### src/rtl/masked_sbox_layer_serial.sv
// Nibble-serial driver for a two-share, 1-cycle-latency S-box core: streams a masked
// state through the core one nibble pair per cycle and reassembles the masked result.
module masked_sbox_layer_serial #(
   parameter int NIBBLES = 16
) (
   input  logic                   clk,
   input  logic                   rst_n,
   input  logic                   in_valid,
   output logic                   in_ready,
   input  logic [4*NIBBLES-1:0]   in_share0,
   input  logic [4*NIBBLES-1:0]   in_share1,
   output logic [3:0]             sbox_a0,
   output logic [3:0]             sbox_a1,
   input  logic [3:0]             sbox_x0,
   input  logic [3:0]             sbox_x1,
   output logic                   out_valid,
   input  logic                   out_ready,
   output logic [4*NIBBLES-1:0]   out_share0,
   output logic [4*NIBBLES-1:0]   out_share1,
   output logic                   busy
);

   localparam int W  = 4 * NIBBLES;
   localparam int CW = $clog2(NIBBLES + 1);
   localparam logic [CW-1:0] LAST = CW'(NIBBLES);

   typedef enum logic [1:0] {
      IDLE = 2'd0,
      RUN  = 2'd1,
      DONE = 2'd2
   } state_t;

   state_t          state_r;
   logic [CW-1:0]   cnt_r;
   logic [W-1:0]    src0_r;
   logic [W-1:0]    src1_r;
   logic [W-1:0]    dst0_r;
   logic [W-1:0]    dst1_r;
   logic            issue_s;

   // Sequencer: load, issue/capture shift chains and handshake flags.
   always_ff @(posedge clk or negedge rst_n) begin
      if (!rst_n) begin
         state_r   <= IDLE;
         cnt_r     <= '0;
         src0_r    <= '0;
         src1_r    <= '0;
         dst0_r    <= '0;
         dst1_r    <= '0;
         in_ready  <= 1'b1;
         out_valid <= 1'b0;
         busy      <= 1'b0;
      end else begin
         case (state_r)
            IDLE: begin
               if (in_valid) begin
                  src0_r   <= in_share0;
                  src1_r   <= in_share1;
                  cnt_r    <= '0;
                  state_r  <= RUN;
                  in_ready <= 1'b0;
                  busy     <= 1'b1;
               end else begin
                  state_r  <= IDLE;
               end
            end
            RUN: begin
               // The core output seen at cnt==0 is whatever it held before; skip it.
               if (cnt_r != '0) begin
                  dst0_r <= {sbox_x0, dst0_r[W-1:4]};
                  dst1_r <= {sbox_x1, dst1_r[W-1:4]};
               end else begin
                  dst0_r <= dst0_r;
                  dst1_r <= dst1_r;
               end
               if (cnt_r == LAST) begin
                  src0_r    <= '0;
                  src1_r    <= '0;
                  cnt_r     <= '0;
                  state_r   <= DONE;
                  out_valid <= 1'b1;
               end else begin
                  src0_r    <= {4'h0, src0_r[W-1:4]};
                  src1_r    <= {4'h0, src1_r[W-1:4]};
                  cnt_r     <= cnt_r + CW'(1);
               end
            end
            DONE: begin
               if (out_ready) begin
                  state_r   <= IDLE;
                  out_valid <= 1'b0;
                  busy      <= 1'b0;
                  in_ready  <= 1'b1;
               end else begin
                  state_r   <= DONE;
               end
            end
            default: begin
               state_r   <= IDLE;
               cnt_r     <= '0;
               src0_r    <= '0;
               src1_r    <= '0;
               in_ready  <= 1'b1;
               out_valid <= 1'b0;
               busy      <= 1'b0;
            end
         endcase
      end
   end

   // Core operands are forced to zero whenever no nibble is being issued.
   always_comb begin
      issue_s = (state_r == RUN) && (cnt_r < LAST);
      if (issue_s) begin
         sbox_a0 = src0_r[3:0];
         sbox_a1 = src1_r[3:0];
      end else begin
         sbox_a0 = 4'h0;
         sbox_a1 = 4'h0;
      end
   end

   assign out_share0 = dst0_r;
   assign out_share1 = dst1_r;

endmodule

### config.mk
export PLATFORM = sky130hd
export DESIGN_NAME = masked_sbox_layer_serial
export DESIGN_NICKNAME = d
export VERILOG_FILES = /design/src/rtl/masked_sbox_layer_serial.sv
export SDC_FILE = /design/constraint.sdc
export NUM_CORES = 1
export LEC_CHECK = 0
export BUFFER_PORTS_ARGS = -buffer_cell sky130_fd_sc_hd__buf_2
export CORE_MARGIN = 5
export CORE_UTILIZATION = 30
export DETAILED_ROUTE_END_ITERATION = 10
export PLACE_DENSITY = 0.49
export SLEW_MARGIN = 30
export SYNTH_ARGS = -nofsm -noshare
export SYNTH_HDL_FRONTEND = slang
export SYNTH_SLANG_ARGS = --single-unit
### constraint.sdc
create_clock -name clk -period 1.8 [get_ports clk]
set_clock_uncertainty 0.1 [all_clocks]
set_input_delay 0.27 -clock clk [delete_from_list [all_inputs] [get_ports clk]]
set_output_delay 0.27 -clock clk [all_outputs]
set_load 0.03 [all_outputs]
## After elaboration in Yosys (flattened, before gate mapping)

Cells that the tools add are included.

- Logic and storage cells: 50
- Output and inout port bits: 139
- Register bits after elaboration: 266
- Bits of input ports: 140

- Reductions and logical operators: 7
- Magnitude comparators: 1
- $add $sub $neg: 1
- Muxes and demuxes: 23
- Equality and inequality tests: 6
- Bitwise operators: 3

Operator list:

| cell | number |
|---|---|
| 64-bit case mux with 3 select lines | 2 |
| 64-bit 2-to-1 mux | 2 |
| 60-bit 2-to-1 mux | 2 |
| 5-bit case mux with 3 select lines | 1 |
| 5-bit 2-to-1 mux | 2 |
| 1-bit case mux with 3 select lines | 3 |
| 4-bit 2-to-1 mux | 2 |
| 1-bit 2-to-1 mux | 6 |
| 2-bit inequality test, second input constant | 3 |
| 2-bit case mux with 3 select lines | 1 |
| 3-bit AND reduction | 2 |
| 5-bit by 1-bit adder with 5-bit output, second input constant | 1 |
| 5-bit == test, second input constant | 1 |
| 5-bit < comparator, second input constant | 1 |
| 5-bit nonzero test | 1 |
| 2-bit 2-to-1 mux | 2 |
| 2-bit AND reduction | 2 |
| 1-bit inverter | 3 |
| 2-bit by 1-bit == test with 1-bit output, second input constant | 1 |
| 2-bit == test, second input constant | 1 |
| 2-bit zero test | 1 |
| 1-bit logical AND | 1 |

## Logic depth before layout (Yosys ltp)

- Word-level depth: 3
- Mapped depth: 7
- Depth with buffers taken out: 5

## Worst setup path before layout

OpenSTA, ideal clock, no wires.

- Path kind: flip-flop to flip-flop
- Start point: reg cnt_r[0]
- End point: reg src0_r[10]
- Setup time: 0.126 ns
- Path buffers: 2
- Clock period less this slack: 1.767 ns
- Path slack: 0.033 ns
- Data required time: 1.574 ns
- Data arrival time: 1.541 ns
- Stages on the path, launching flop included: 8
- Path through: dfrtp_1 > inv_1 > ha_1 > and4bb_2 > nor2_2 > buf_6 > buf_2 > a221o_1

- Word-level cells in the longest chain between the ends: 3

Ends and longest elaborated chain:

| item | RTL line | source |
|---|---|---|
| from (decl) | 34 | `logic [CW-1:0] cnt_r;` |
| from (signal assigned) | 85 | `cnt_r <= cnt_r + CW'(1);` |
| 5-bit == test | 76 | `if (cnt_r == LAST) begin` |
| 60-bit 2-to-1 mux | 76 |  |
| 64-bit case mux with 3 select lines | 54 | `case (state_r)` |
| to (signal assigned) | 57 | `src0_r <= in_share0;` |
| to (signal assigned) | 83 | `src0_r <= {4'h0, src0_r[W-1:4]};` |
| to (decl) | 35 | `logic [W-1:0] src0_r;` |

Every way passes these cells.
A chain may end at the register's enable or synchronous reset.

## Worst setup path in the final report

- Start point: reg cnt_r[4]
- End point: out sbox_a0[0]

- Word-level cells in the longest chain between the ends: 3

Ends and longest elaborated chain:

| item | RTL line | source |
|---|---|---|
| 5-bit < comparator | 113 | `issue_s = (state_r == RUN) && (cnt_r < LAST);` |
| 1-bit logical AND | 113 |  |
| 4-bit 2-to-1 mux | 114 | `if (issue_s) begin` |
| to (decl) | 12 | `output logic [3:0] sbox_a0,` |

Every way passes these cells.

==> flow_metrics.py <==
metrics = {
    "run_status": {
        "outcome": "complete, but fails checks",
        "violations": "negative setup slack",
    },
    "clock_network": {
        "cts.htree.levels": 1,
        "clkSinkCount": 266,
        "clk_latency_ns": 0.55,
        "cts_tree": "yes",
        "clockRootBuffer": "clkbuf_16",
        "cts_made_buffers": 30,
        "clock_path_buffers": 3,
        "clk_pin_slew_ns": 0.06,
    },
    "routing": {
        "drc": 0,
        "vias_per_cell": 4.82,
        "wire_per_inst_um": 20.5,
        "drt_iter0_drc": 393,
        "firstDrtPassIters": 5,
        "drt-total-wl_mm": 35.1,
        "ant_nets": 0,
        "num_vias": 8232,
    },
    "finish": {
        "final_common_cell": "buf_2",
        "register_area_mm2": 0.00666,
        "num-nets-final": 1366,
        "area_growth_pct": 58.3,
        "layout_common_cells": "buf_2, dfrtp_1, dlygate4sd3_1",
        "drive_above_1_share_pct": 45.3,
        "nFillCells": 3100,
        "finalNonFillerCells": 1708,
        "n_antenna_cell": 0,
        "multi_input_area_mm2": 0.00431,
    },
    "logic_synthesis": {
        "synth.distinct_cells": 34,
        "synth_nets": 886,
        "syn_area_mm2": 0.0107,
        "yosysWarnings": 0,
        "synthCells": 744,
        "syn_avg_cell_area_um2": 14.4,
        "synth-seq-cells": 266,
        "synth_seq_area_share_pct": 62.1,
    },
    "die": {
        "io-pin-count": 279,
        "dieWidth_um": 199,
        "rows": 69,
        "start_util_pct": 30.3,
        "dieHeight_um": 199,
        "dieArea_mm2": 0.0396,
        "coreArea_mm2": 0.0354,
    },
    "worst_setup_path": {
        "worst-setup-path-type": "register to primary output",
        "worstPathRequired_ns": 1.43,
        "critPathSlowestCell": "dfrtp_1",
        "crit_path_cell_trace": "buf_6 -> nor2_4 -> buf_6 -> and2_4 -> buf_6",
        "critPathMostFrequentCell": "buf_6",
        "critPathCaptureType": "primary output",
        "slowest_delay_ns": 0.39,
        "rrSetupSlack_ns": -0.15,
        "cp_num_buf_inv": 3,
        "r2r-end": "src0_r[7]",
        "r2r_cells": 8,
        "cpLargestDelayFamily": "buffers and inverters",
        "critical_path_arrival_ns": 1.67,
        "cp_max_fo": 5,
        "r2r-start": "cnt_r[1]",
        "start_kind": "register",
    },
    "power": {
        "total_power_mw": 35.0,
        "power.leakage_nw": 8.42,
        "power_density_mw_per_mm2": 2070,
        "vdd_drop_max_uv": 1470,
    },
    "grt": {
        "grt.overflow.total": 0,
        "grt_max_degree": 86,
        "grt_antenna_before_repair": 1,
        "track_usage_pct": 14.6,
        "grt_pass1_vias": 8234,
        "grt_pass1_wl_mm": 47.0,
    },
    "timing": {
        "final.hold.worst_slack_ns": 0.216,
        "max_freq_ghz": 0.489,
        "fin_crit_sh_pct": 114,
        "relSlewSlack_pct": 61.6,
        "worst_pin_slew_ns": 0.576,
        "layout_min_cycle_time_ns": 2.04,
        "slew_viol_final": 0,
        "hold_viol_final": 0,
        "setup_ws_ns": -0.245,
        "finalSetupViolCount": 213,
        "rsz0062_at_grt": "true",
        "setup-tns-final_ns": -16.00,
    },
    "place": {
        "dpl.cell_count": 1468,
        "hpwl_mm": 20.1,
        "gp_congestion": 0.711,
        "port_buffers": 278,
    },
    "hold_path": {
        "hold_path.class": "primary input to async pin",
    },
    "flow_run": {
        "maxCapViolations": 0,
    },
}
## layout make-up
cell class	count	share of cell area, %
Inverter	5	0.111
Timing Repair Buffer	504	25.8
Clock buffer	42	5.29
Tap cell	461	3.40
Multi-Input combinational cell	417	25.4
Clock inverter	13	0.738
Sequential cell	266	39.2
## how the worst max path moves through the flow
stage | end | cells past startpoint | slack [ns] | start
2_1_floorplan | src0_r[10] | 7 | 0.03 | cnt_r[0]
3_3_place_gp | out_share0[56] | 6 | -0.16 | cnt_r[0]
3_5_place_dp | out_share0[60] | 6 | -0.19 | cnt_r[0]
4_1_cts | sbox_a0[3] | 5 | -0.30 | state_r[1]
5_1_grt | sbox_a0[0] | 5 | -0.32 | state_r[1]
6_report | sbox_a0[0] | 5 | -0.24 | cnt_r[4]
## synth_stat cells (all sizes together)
master | number | share of area [%]
nor3b | 2 | 0.19
nand2 | 1 | 0.035
nor4b | 2 | 0.16
a21oi | 1 | 0.047
and3 | 1 | 0.058
nor2b | 1 | 0.058
o22ai | 1 | 0.058
dfstp | 1 | 0.25
a22o | 11 | 0.90
dfrtp | 265 | 62
o31ai | 1 | 0.070
xnor2 | 1 | 0.082
or2 | 1 | 0.058
o32ai | 1 | 0.082
nand2b | 1 | 0.058
and2 | 128 | 7.5
a221o | 120 | 11
o22a | 1 | 0.082
nor2 | 7 | 0.29
and4bb | 1 | 0.12
buf | 30 | 1.8
clkbuf | 26 | 0.91
nand3 | 2 | 0.093
o21ai | 1 | 0.047
a211o | 1 | 0.082
inv | 5 | 0.18
mux2 | 129 | 14
ha | 2 | 0.23
## sequential cells by signal, summed over array words and instances (netlist names)
name        count
out_share0     64
out_share1     64
src0_r         64
src1_r         64
cnt_r           5
state_r         2
busy            1
in_ready        1
out_valid       1
## report_power, final
part | internal, mW | total, mW | switching, mW
Clock | 3.75 | 6.23 | 2.48
Combinational | 9.58 | 18.0 | 8.44
Sequential | 8.67 | 10.8 | 2.13
## repair_timing
item / 4_1_cts / 5_1_grt
resized for setup: 35 / 161
endpoints found under the setup margin: 204 / 253
setup buffers: 4 / 7
endpoints found under the hold margin: 198 / 0
hold buffers: 138 / 0
cloned: 2 / 36
pin swaps: 20 / 113
## cell families after synthesis
logic type / after synthesis / share of synthesized area (%)
simple gates: 147 / 8.59
buf+inv: 61 / 2.84
flops: 266 / 62.1
fa+ha+maj: 2 / 0.233
mux: 129 / 13.6
compound gates: 138 / 12.6
xor+xnor: 1 / 0.0817
## metrics by stage
| stage | area, um2 | util, % | worst slack [ns] |
|---|---|---|---|
| after detailed placement | 12900 | 36.6 | -0.187 |
| after global routing | 17000 | 47.9 | -0.320 |
| after CTS | 15500 | 43.9 | -0.303 |
| final | 17000 | 47.9 | -0.245 |
| after floorplan | 10700 | - | 0.0333 |
| after global placement | 12900 | 36.6 | -0.163 |
## routing by layer
layer | routed length (um) | GRT usage (%)
met1 | 16100 | 21.2
met5 | 13 | 0
met4 | 390 | 2.91
met2 | 16100 | 22.6
met3 | 2420 | 3.40
Power figures use the tool's default switching activity.
